===== src/rtl/synth_pkg.sv =====
`default_nettype none
// ============================================================================
// Package     : synth_pkg
// Description : Shared constants and types for the synthesizer voice path.
// Revision    : 1.0 - initial release
// ============================================================================
package synth_pkg;

    localparam int VOICES   = 8;
    localparam int FRAC_W   = 20;
    localparam int NOTE_MAX = 95;

    typedef enum logic [1:0] {
        ST_IDLE   = 2'd0,
        ST_SCAN   = 2'd1,
        ST_LOOKUP = 2'd2,
        ST_WRITE  = 2'd3
    } state_t;

    typedef struct packed {
        logic [6:0] note;
        logic       busy;
        logic [2:0] rank;
    } voice_t;

endpackage
`default_nettype wire


===== src/rtl/note_to_frequency.sv =====
`default_nettype none
// ============================================================================
// Module      : note_to_frequency
// Description : Registered 96-entry MIDI note to Q11.20 Hz frequency ROM.
// Revision    : 1.0 - initial release
// ============================================================================
module note_to_frequency (
    input  logic        clk,
    input  logic [6:0]  i_note,
    output logic [31:0] o_freq
);

    localparam int ENTRIES = 96;

    // Equal temperament around A4 = 440 Hz, rounded to nearest Q.20 step.
    function automatic logic [31:0] freq_q20(input int n);
        real f;
        f = 440.0 * (2.0 ** ((n - 69) / 12.0)) * 1048576.0;
        return $rtoi(f + 0.5);
    endfunction

    logic [31:0] w_rom [ENTRIES];

    for (genvar g = 0; g < ENTRIES; g++) begin : g_rom
        localparam logic [31:0] C_FREQ = freq_q20(g);
        assign w_rom[g] = C_FREQ;
    end

    always_ff @(posedge clk) begin
        o_freq <= (i_note < 7'(ENTRIES)) ? w_rom[i_note] : '0;
    end

endmodule
`default_nettype wire


===== src/rtl/voice_allocator.sv =====
`default_nettype none
// ============================================================================
// Module      : voice_allocator
// Description : 8-voice note scheduler with LRU voice stealing.
// Revision    : 1.0 - initial release
// ============================================================================
module voice_allocator #(
    parameter int VOICES    = synth_pkg::VOICES,
    parameter int VEL_SHIFT = 13
) (
    input  logic              clk,
    input  logic              reset_n,
    input  logic              ev_valid,
    output logic              ev_ready,
    input  logic              ev_note_on,
    input  logic [6:0]        ev_note,
    input  logic [6:0]        ev_velocity,
    input  logic              panic,
    output logic [31:0]       frequencies   [VOICES-1:0],
    output logic [31:0]       voice_volumes [VOICES-1:0],
    output logic [VOICES-1:0] active,
    output logic              stolen
);

    import synth_pkg::*;

    localparam int               IDX_W  = $clog2(VOICES);
    localparam logic [IDX_W-1:0] C_LAST = IDX_W'(VOICES - 1);

    state_t           r_state, w_next;
    logic [IDX_W-1:0] r_cnt;
    logic [6:0]       r_note, r_vel;
    logic             r_on;
    logic             r_match_hit, r_free_hit;
    logic [IDX_W-1:0] r_match_idx, r_free_idx, r_rank0_idx;
    voice_t           r_voice [VOICES];
    logic [31:0]      w_freq;
    logic             w_accept, w_in_range, w_steal;
    logic [IDX_W-1:0] w_sel;

    note_to_frequency u_rom (
        .clk    (clk),
        .i_note (r_note),
        .o_freq (w_freq)
    );

    assign ev_ready   = (r_state == ST_IDLE);
    assign w_accept   = ev_valid && ev_ready && !panic;
    assign w_in_range = (r_note <= 7'(NOTE_MAX));
    assign w_steal    = !r_match_hit && !r_free_hit;
    assign w_sel      = r_match_hit ? r_match_idx : (r_free_hit ? r_free_idx : r_rank0_idx);

    for (genvar g = 0; g < VOICES; g++) begin : g_active
        assign active[g] = r_voice[g].busy;
    end

    always_ff @(posedge clk or negedge reset_n) begin
        if (!reset_n) r_state <= ST_IDLE;
        else          r_state <= w_next;
    end

    always_comb begin
        w_next = r_state;
        unique case (r_state)
            ST_IDLE:   if (w_accept) w_next = ST_SCAN;
            ST_SCAN:   if (r_cnt == C_LAST) w_next = ST_LOOKUP;
            ST_LOOKUP: w_next = ST_WRITE;
            ST_WRITE:  w_next = ST_IDLE;
            default:   w_next = ST_IDLE;
        endcase
        if (panic) w_next = ST_IDLE;
    end

    // Event latch and one-voice-per-cycle scan.
    always_ff @(posedge clk or negedge reset_n) begin
        if (!reset_n) begin
            r_cnt       <= '0;
            r_note      <= '0;
            r_vel       <= '0;
            r_on        <= 1'b0;
            r_match_hit <= 1'b0;
            r_free_hit  <= 1'b0;
            r_match_idx <= '0;
            r_free_idx  <= '0;
            r_rank0_idx <= '0;
        end else if (w_accept) begin
            r_note      <= ev_note;
            r_vel       <= ev_velocity;
            r_on        <= ev_note_on && (ev_velocity != 7'd0);
            r_cnt       <= '0;
            r_match_hit <= 1'b0;
            r_free_hit  <= 1'b0;
        end else if (r_state == ST_SCAN) begin
            r_cnt <= r_cnt + 1'b1;
            if (!r_match_hit && r_voice[r_cnt].busy && (r_voice[r_cnt].note == r_note)) begin
                r_match_hit <= 1'b1;
                r_match_idx <= r_cnt;
            end
            if (!r_free_hit && !r_voice[r_cnt].busy) begin
                r_free_hit <= 1'b1;
                r_free_idx <= r_cnt;
            end
            if (r_voice[r_cnt].rank == 3'd0) r_rank0_idx <= r_cnt;
        end
    end

    always_ff @(posedge clk or negedge reset_n) begin
        if (!reset_n) begin
            stolen <= 1'b0;
            for (int i = 0; i < VOICES; i++) begin
                frequencies[i]   <= 32'(55) << FRAC_W;
                voice_volumes[i] <= '0;
                r_voice[i]       <= '{note: 7'd0, busy: 1'b0, rank: 3'(i)};
            end
        end else begin
            stolen <= 1'b0;
            if (panic) begin
                for (int i = 0; i < VOICES; i++) begin
                    voice_volumes[i] <= '0;
                    r_voice[i].busy  <= 1'b0;
                end
            end else if ((r_state == ST_WRITE) && w_in_range) begin
                if (r_on) begin
                    frequencies[w_sel]   <= w_freq;
                    voice_volumes[w_sel] <= 32'(r_vel) << VEL_SHIFT;
                    r_voice[w_sel].note  <= r_note;
                    r_voice[w_sel].busy  <= 1'b1;
                    stolen               <= w_steal;
                    // Chosen voice becomes newest; voices newer than it age by one.
                    for (int i = 0; i < VOICES; i++) begin
                        if (IDX_W'(i) == w_sel)
                            r_voice[i].rank <= 3'd7;
                        else if (r_voice[i].rank > r_voice[w_sel].rank)
                            r_voice[i].rank <= r_voice[i].rank - 3'd1;
                    end
                end else if (r_match_hit) begin
                    voice_volumes[r_match_idx] <= '0;
                    r_voice[r_match_idx].busy  <= 1'b0;
                end
            end
        end
    end

endmodule
`default_nettype wire

===== config.mk =====
export PLATFORM = sky130hd
export DESIGN_NAME = voice_allocator
export DESIGN_NICKNAME = d
export VERILOG_FILES = /design/src/rtl/synth_pkg.sv /design/src/rtl/note_to_frequency.sv /design/src/rtl/voice_allocator.sv
export SDC_FILE = /design/constraint.sdc
export NUM_CORES = 1
export LEC_CHECK = 0
export BUFFER_PORTS_ARGS = -buffer_cell sky130_fd_sc_hd__clkbuf_2
export CAP_MARGIN = 20
export CORE_AREA = 2 2 180 358
export CTS_CLUSTER_SIZE = 20
export DETAILED_ROUTE_END_ITERATION = 8
export DIE_AREA = 0 0 182 360
export GPL_TIMING_DRIVEN = 0
export PLACE_DENSITY_LB_ADDON = 0.1
export SLEW_MARGIN = 25
export SYNTH_ARGS = -nofsm -noshare
export SYNTH_HDL_FRONTEND = slang
export SYNTH_SLANG_ARGS = --single-unit

===== constraint.sdc =====
create_clock -name clk -period 5.1 [get_ports clk]
set_input_delay 0.51 -clock clk [delete_from_list [all_inputs] [get_ports clk]]
set_output_delay 0.51 -clock clk [all_outputs]
set_load 0.02 [all_outputs]

==> out/metrics.yaml, run 1 <==
grt:
  grt_pass1_vias: 23920
  antenna_found_initial: 1
  grt_usage_pct: 33.54
  grt_start_max_net_pins: 92
  grt_pass1_wl_um: 161200
  overflow: 0
clock_network:
  cts_buffers: 56
  post_cts.repair.setup_buffers: 0
  htree_levels: 2
  ctsHoldBuffers: 1
  clockBufferDepth: 3
  worst_skew_pair.late_latency_ns: 0.65
  cts.sinks: 655
  clkTransAtPathRegs_ns: 0.07
  cts_resized: 0
  cts-root-buf: "clkbuf_16"
  cts_tree: "built"
worst_setup_path:
  cp.arrival_ns: 5.39
  crit_start: "r_note[1]"
  end_kind: "register"
  reg2reg_depth: 9
  crit_path_end: "voice_volumes[241]"
  reg2reg_from: "r_note[1]"
  cp_max_fo: 10
  r2r_slack_ns: 0.28
  startpoint_type: "register"
  worstPathRequired_ns: 5.66
  r2r-end: "voice_volumes[241]"
  crit_type: "register to register"
detailed_routing:
  drc: 0
  vias_per_cell: 5.643
  drtAntennaViolNets: 0
  wl_um: 110100
  wl_per_cell_um: 27.32
  drt-initial-drc-count: 1868
  dr.pass1.iters: 6
  vias: 22750
logic_synthesis:
  yosysSeqAreaShare_pct: 58.34
  yosysUniqueCellTypes: 73
  avgSynthCellArea_um2: 10.81
  synth-main-ff-cell: "dfrtp_1"
  synthArstFlopShare_pct: 95.27
  synth_edf_count: 0
  netlist_instances: 2585
  syn_area_um2: 27940
  ys.warnings.count: 0
  ys_ff_latch: 655
timing:
  fmax_mhz: 207.3
  post-route-period-util_pct: 94.61
  tightest_slew_ns: 1.128
  rsz0062_at_grt: "no"
  maxSlewViolCount: 0
  slew_headroom_pct: 24.77
  layout_min_cycle_time_ns: 4.825
  setup_violations: 0
  hold_viol_final: 0
  clock_skew_ns: 0.03057
finish:
  area.growth.synth_to_final_pct: 21.27
  insertedDiodeCount: 0
  layout_common_cells: "669 x nand2_1, 572 x dfrtp_1, 532 x clkbuf_2"
  final_common_cell: "nand2_1"
  stdcell_area_um2: 33880
  nets: 3258
  final_cells: 4032
  final_layout_size_suffix_gt1_share_pct: 28.77
floorplanning:
  rows: 130
  initial_core_util_pct: 44.50
  die_y_um: 360
  core_region_area_um2: 62790
  die_x_um: 182
  die_area_um2: 65520
  num_io_pins: 541
power:
  vdd_drop_max_uv: 317.4
  finalPower_mw: 18.12
  leakagePower_nw: 17.72
  p_per_area_nw_per_um2: 534.7
placed_design:
  io_buffer_count: 532
  place_congestion: 1.034
  post_dp_cell_area_um2: 31860
  dp_hpwl_um: 83250
  place_inst: 3925
job:
  maxCapViolCount: 0
min_path:
  hold_path.class: "input port to register"
  whs_path_depth: 3
status:
  outcome: "finished, final reports clean"
[cell type report]
type,count,area (µm²)
buffer,182,785.8
clock buffer,65,1475
clock inverter,41,534.3
fill,5689,28900
inverter,37,138.9
multi-input combinational,1718,10760
sequential,655,16300
tap,792,991.0
timing repair buffer,542,2897
[metal layers]
layer / vias to the layer above / part of all wire, % / GRT usage, %
li1: 9890 / - / -
met1: 11310 / 34 / 34.14
met2: 1160 / 51 / 59.74
met3: 391 / 7.0 / 7.405
met4: 2 / 8.7 / 24.68
met5: - / 0.012 / 0
[cells in the mapped netlist (all sizes together) (9+ instances only)]
cell | count | area share, %
a21oi | 74 | 1.3
buf | 72 | 1.3
mux2 | 147 | 6.0
nand3 | 13 | 0.23
nand2 | 670 | 9.0
inv | 36 | 0.48
mux2i | 41 | 1.5
nand4 | 9 | 0.20
a22o | 56 | 1.8
and2 | 203 | 4.5
o22ai | 23 | 0.51
dfrtp | 572 | 51
o21a | 9 | 0.24
o21ai | 115 | 2.1
o211ai | 11 | 0.31
dfxtp | 31 | 2.2
nor3 | 11 | 0.20
clkbuf | 110 | 1.5
nor2b | 11 | 0.25
a211oi | 19 | 0.51
a31oi | 14 | 0.31
ha | 47 | 2.1
mux4 | 32 | 2.6
nor2 | 94 | 1.3
dfstp | 52 | 4.9
[how the worst min path moves through the flow]
stage                     start          endpoint  slack (ns)
2_1_floorplan           reset_n         active[0]        0.21
3_3_place_gp   frequencies[212]  frequencies[212]        0.45
3_5_place_dp   frequencies[248]  frequencies[248]        0.45
4_1_cts              ev_note[2]         r_note[2]        0.06
5_1_grt              ev_note[0]         r_note[0]        0.09
6_report         ev_velocity[6]          r_vel[6]        0.08
[critical path, cell delays in order, from the launching register on]
cell      delay (ns)
dfrtp_1         0.57
ha_1            0.41
inv_1           0.31
nor4b_1         0.17
o21ai_0         0.50
nand4b_1        0.53
buf_2           0.39
nor2_1          0.85
clkbuf_1        0.75
a22o_1          0.24
[cells by family (layout without fill, tap and decap cells)]
| logic type | count (synthesis) | after routing | synth area share [%] |
|---|---|---|---|
| and+or+nand+nor | 1035 | 1035 | 16.35 |
| xor gates and xnor gates | 8 | 8 | 0.2508 |
| adders and majority gates | 47 | 47 | 2.105 |
| muxes | 220 | 220 | 10.05 |
| other | 1 | 8 | 0.01342 |
| buffers and inverters | 219 | 867 | 3.305 |
| DFF | 655 | 655 | 58.34 |
| AOI/OAI and AO/OA | 400 | 400 | 9.583 |
[power by group]
group	leakage, nW	switching [mW]	internal [mW]	total, mW
combinational	8.01	4.95	2.07	7.02
clock	0.983	2.10	2.59	4.69
sequential	8.73	0.694	5.72	6.41
total	17.7	7.75	10.4	18.1
[through the flow]
stage | setup TNS (ns) | utilization (%) | worst slack [ns] | hold WS (ns)
2_1_floorplan | 0 | - | 1.703 | 0.2144
4_1_cts | 0 | 53.97 | 0.3205 | 0.05668
3_3_place_gp | -6108.69 | 50.36 | -10.28 | 0.4461
6_report | 0 | 53.97 | 0.2751 | 0.07912
3_5_place_dp | 0 | 50.75 | 0.3458 | 0.4516
5_1_grt | 0 | 53.97 | 0.2379 | 0.09248
[registers in the layout, indices dropped and copies added (netlist names), 2 cells and up]
| name | flops |
|---|---|
| r_state | 2 |
| r_match_idx | 3 |
| r_note | 7 |
| r_rank0_idx | 3 |
| active | 8 |
| r_cnt | 3 |
| r_vel | 7 |
| voice_volumes | 256 |
| r_free_idx | 3 |
| r_voice | 80 |
| u_rom.o_freq | 31 |
| frequencies | 248 |
(Power assumes the default switching activity.)
==> run 2: changes to the inputs <==
--- a/config.mk
+++ b/config.mk
@@ -8,6 +8,7 @@
 export BUFFER_PORTS_ARGS = -buffer_cell sky130_fd_sc_hd__clkbuf_2
 export CAP_MARGIN = 20
 export CORE_AREA = 2 2 180 358
+export CTS_BUF_LIST = sky130_fd_sc_hd__clkbuf_8
 export CTS_CLUSTER_SIZE = 20
 export DETAILED_ROUTE_END_ITERATION = 8
 export DIE_AREA = 0 0 182 360
==> out/metrics.yaml, run 2 (synthesis gave the netlist of run 1 again) <==
timing:
  post-route-period-util_pct: 94.68
  layout_setup_ws_ns: 0.2712
  slew_headroom_pct: 23.94
  tightest_slew_ns: 1.129
  fmax_mhz: 207.1
  layout_min_cycle_time_ns: 4.829
  setup_violations: 0
  maxSlewViolCount: 0
  hold_viol_final: 0
  tns_ns: 0
  clock_skew_ns: 0.03160
  rsz0062_at_grt: "no"
worst_setup_path:
  slowest_stage: "clkbuf_1"
  cp_max_fo: 16
  worstPathRequired_ns: 5.70
  r2r_slack_ns: 0.27
  r2r-end: "u_rom.o_freq[17]"
  reg2reg_depth: 10
  crit_type: "register to register"
  path_depth: 10
  worst-path-buf-inv: 3
  cpLargestDelayFamily: "buffers and inverters"
  cp_common_cell: "nor2_1"
  startpoint_type: "register"
  end_kind: "register"
  crit_chain: "clkbuf_1 > inv_1 > clkbuf_1 > ha_1 > nor2_1 > nor2_1 > mux2_2 > mux2i_1 > nor2_1 > o32ai_1"
  crit_start: "r_note[0]"
  slowest_delay_ns: 0.84
  reg2reg_from: "r_note[0]"
  cp.arrival_ns: 5.43
finish:
  layout_common_cells: "669 x nand2_1, 572 x dfrtp_1, 532 x clkbuf_2"
  final_layout_size_suffix_gt1_share_pct: 29.57
  area.growth.synth_to_final_pct: 22.02
  largestRegisters: "voice_volumes (256), frequencies (248), r_voice (80)"
  nets: 3309
  stdcell_area_um2: 34090
  final_common_cell: "nand2_1"
  final_cells: 4117
  regMostFlops: "voice_volumes"
  largest_reg_flops: 256
status:
  outcome: "finished, final reports clean"
min_path:
  hold_path.class: "input port to register"
  whs_path_depth: 3
  min_to: "r_note[4]"
  hold_start: "ev_note[4]"
floorplanning:
  num_io_pins: 541
  die_area_um2: 65520
  die_x_um: 182
  initial_core_util_pct: 44.50
  die_y_um: 360
  core_region_area_um2: 62790
  rows: 130
clock_network:
  clkTransAtPathRegs_ns: 0.07
  htree_levels: 3
  clockBufferDepth: 3
  cts-root-buf: "clkbuf_8"
  cts_resized: 0
  cts.sinks: 655
  ctsHoldBuffers: 14
  post_cts.repair.setup_buffers: 0
  worst_skew_pair.late_latency_ns: 0.75
  cts_tree: "built"
  cts_buffers: 93
detailed_routing:
  wl_um: 111000
  drc: 0
  drt-initial-drc-count: 1777
  wl_per_cell_um: 26.96
  vias: 23080
  dr.pass1.iters: 5
  vias_per_cell: 5.607
  drtAntennaViolNets: 0
grt:
  antenna_found_initial: 2
  grt_usage_pct: 34.01
  overflow: 0
  grt_start_max_net_pins: 92
  grt_pass1_vias: 24340
  grt_pass1_wl_um: 162600
power:
  leakagePower_nw: 17.93
  vdd_drop_max_uv: 301.5
  finalPower_mw: 18.03
  p_per_area_nw_per_um2: 528.8
placed_design:
  place_inst: 3925
  place_ws_ns: 0.3458
  dp_hpwl_um: 83250
  place_congestion: 1.034
  io_buffer_count: 532
  post_dp_cell_area_um2: 31860
job:
  maxCapViolCount: 0
## run 2: routing by layer
metal  vias up  part of all wire (%)  global-route usage, %
met2      1204                    51                  60.20
met4         0                   8.6                  25.60
met5         -                     0                 0.6038
met1     11450                    33                  33.96
li1      10030                     -                      -
met3       398                   7.6                  8.538
## run 2: worst reg2reg max path, delay by kind of cell (launching register included)
kind                     cells  cell delay, ns
AND/OR/NAND/NOR              3            1.16
AO/OA/AOI/OAI                1            0.40
adder cells (fa/ha/maj)      1            0.58
multiplexers                 2            0.61
flip-flops                   1            0.57
buffers and inverters        3            1.38
## run 2: worst max-delay path by stage
stage	end
5_1_grt	voice_volumes[241]
6_report	u_rom.o_freq[17]
3_3_place_gp	frequencies[39]
4_1_cts	voice_volumes[238]
2_1_floorplan	r_voice[24]
3_5_place_dp	voice_volumes[238]
## run 2: final cells by class
| type | instances | area (µm²) |
|---|---|---|
| timing repair buffer | 556 | 3038 |
| tap | 792 | 991.0 |
| multi-input combinational | 1718 | 10760 |
| clock inverter | 57 | 471.7 |
| antenna | 4 | 10.01 |
| inverter | 37 | 138.9 |
| clock buffer | 116 | 1597 |
| sequential | 655 | 16300 |
| buffer | 182 | 785.8 |
| fill | 5677 | 28690 |
## run 2: power breakdown
group	internal (mW)	leakage, nW	total [mW]	switching, mW
sequential	5.72	8.73	6.41	0.695
clock	2.43	1.13	4.58	2.15
combinational	2.08	8.07	7.04	4.95
total	10.2	17.9	18.0	7.80
## run 2: metrics by stage
step                      hold WS (ns)  utilization (%)
after floorplan                 0.2144                -
after global routing           0.03278            54.29
after global placement          0.4461            50.36
final                          0.04112            54.30
after detailed placement        0.4516            50.75
after CTS                      0.01644            54.27
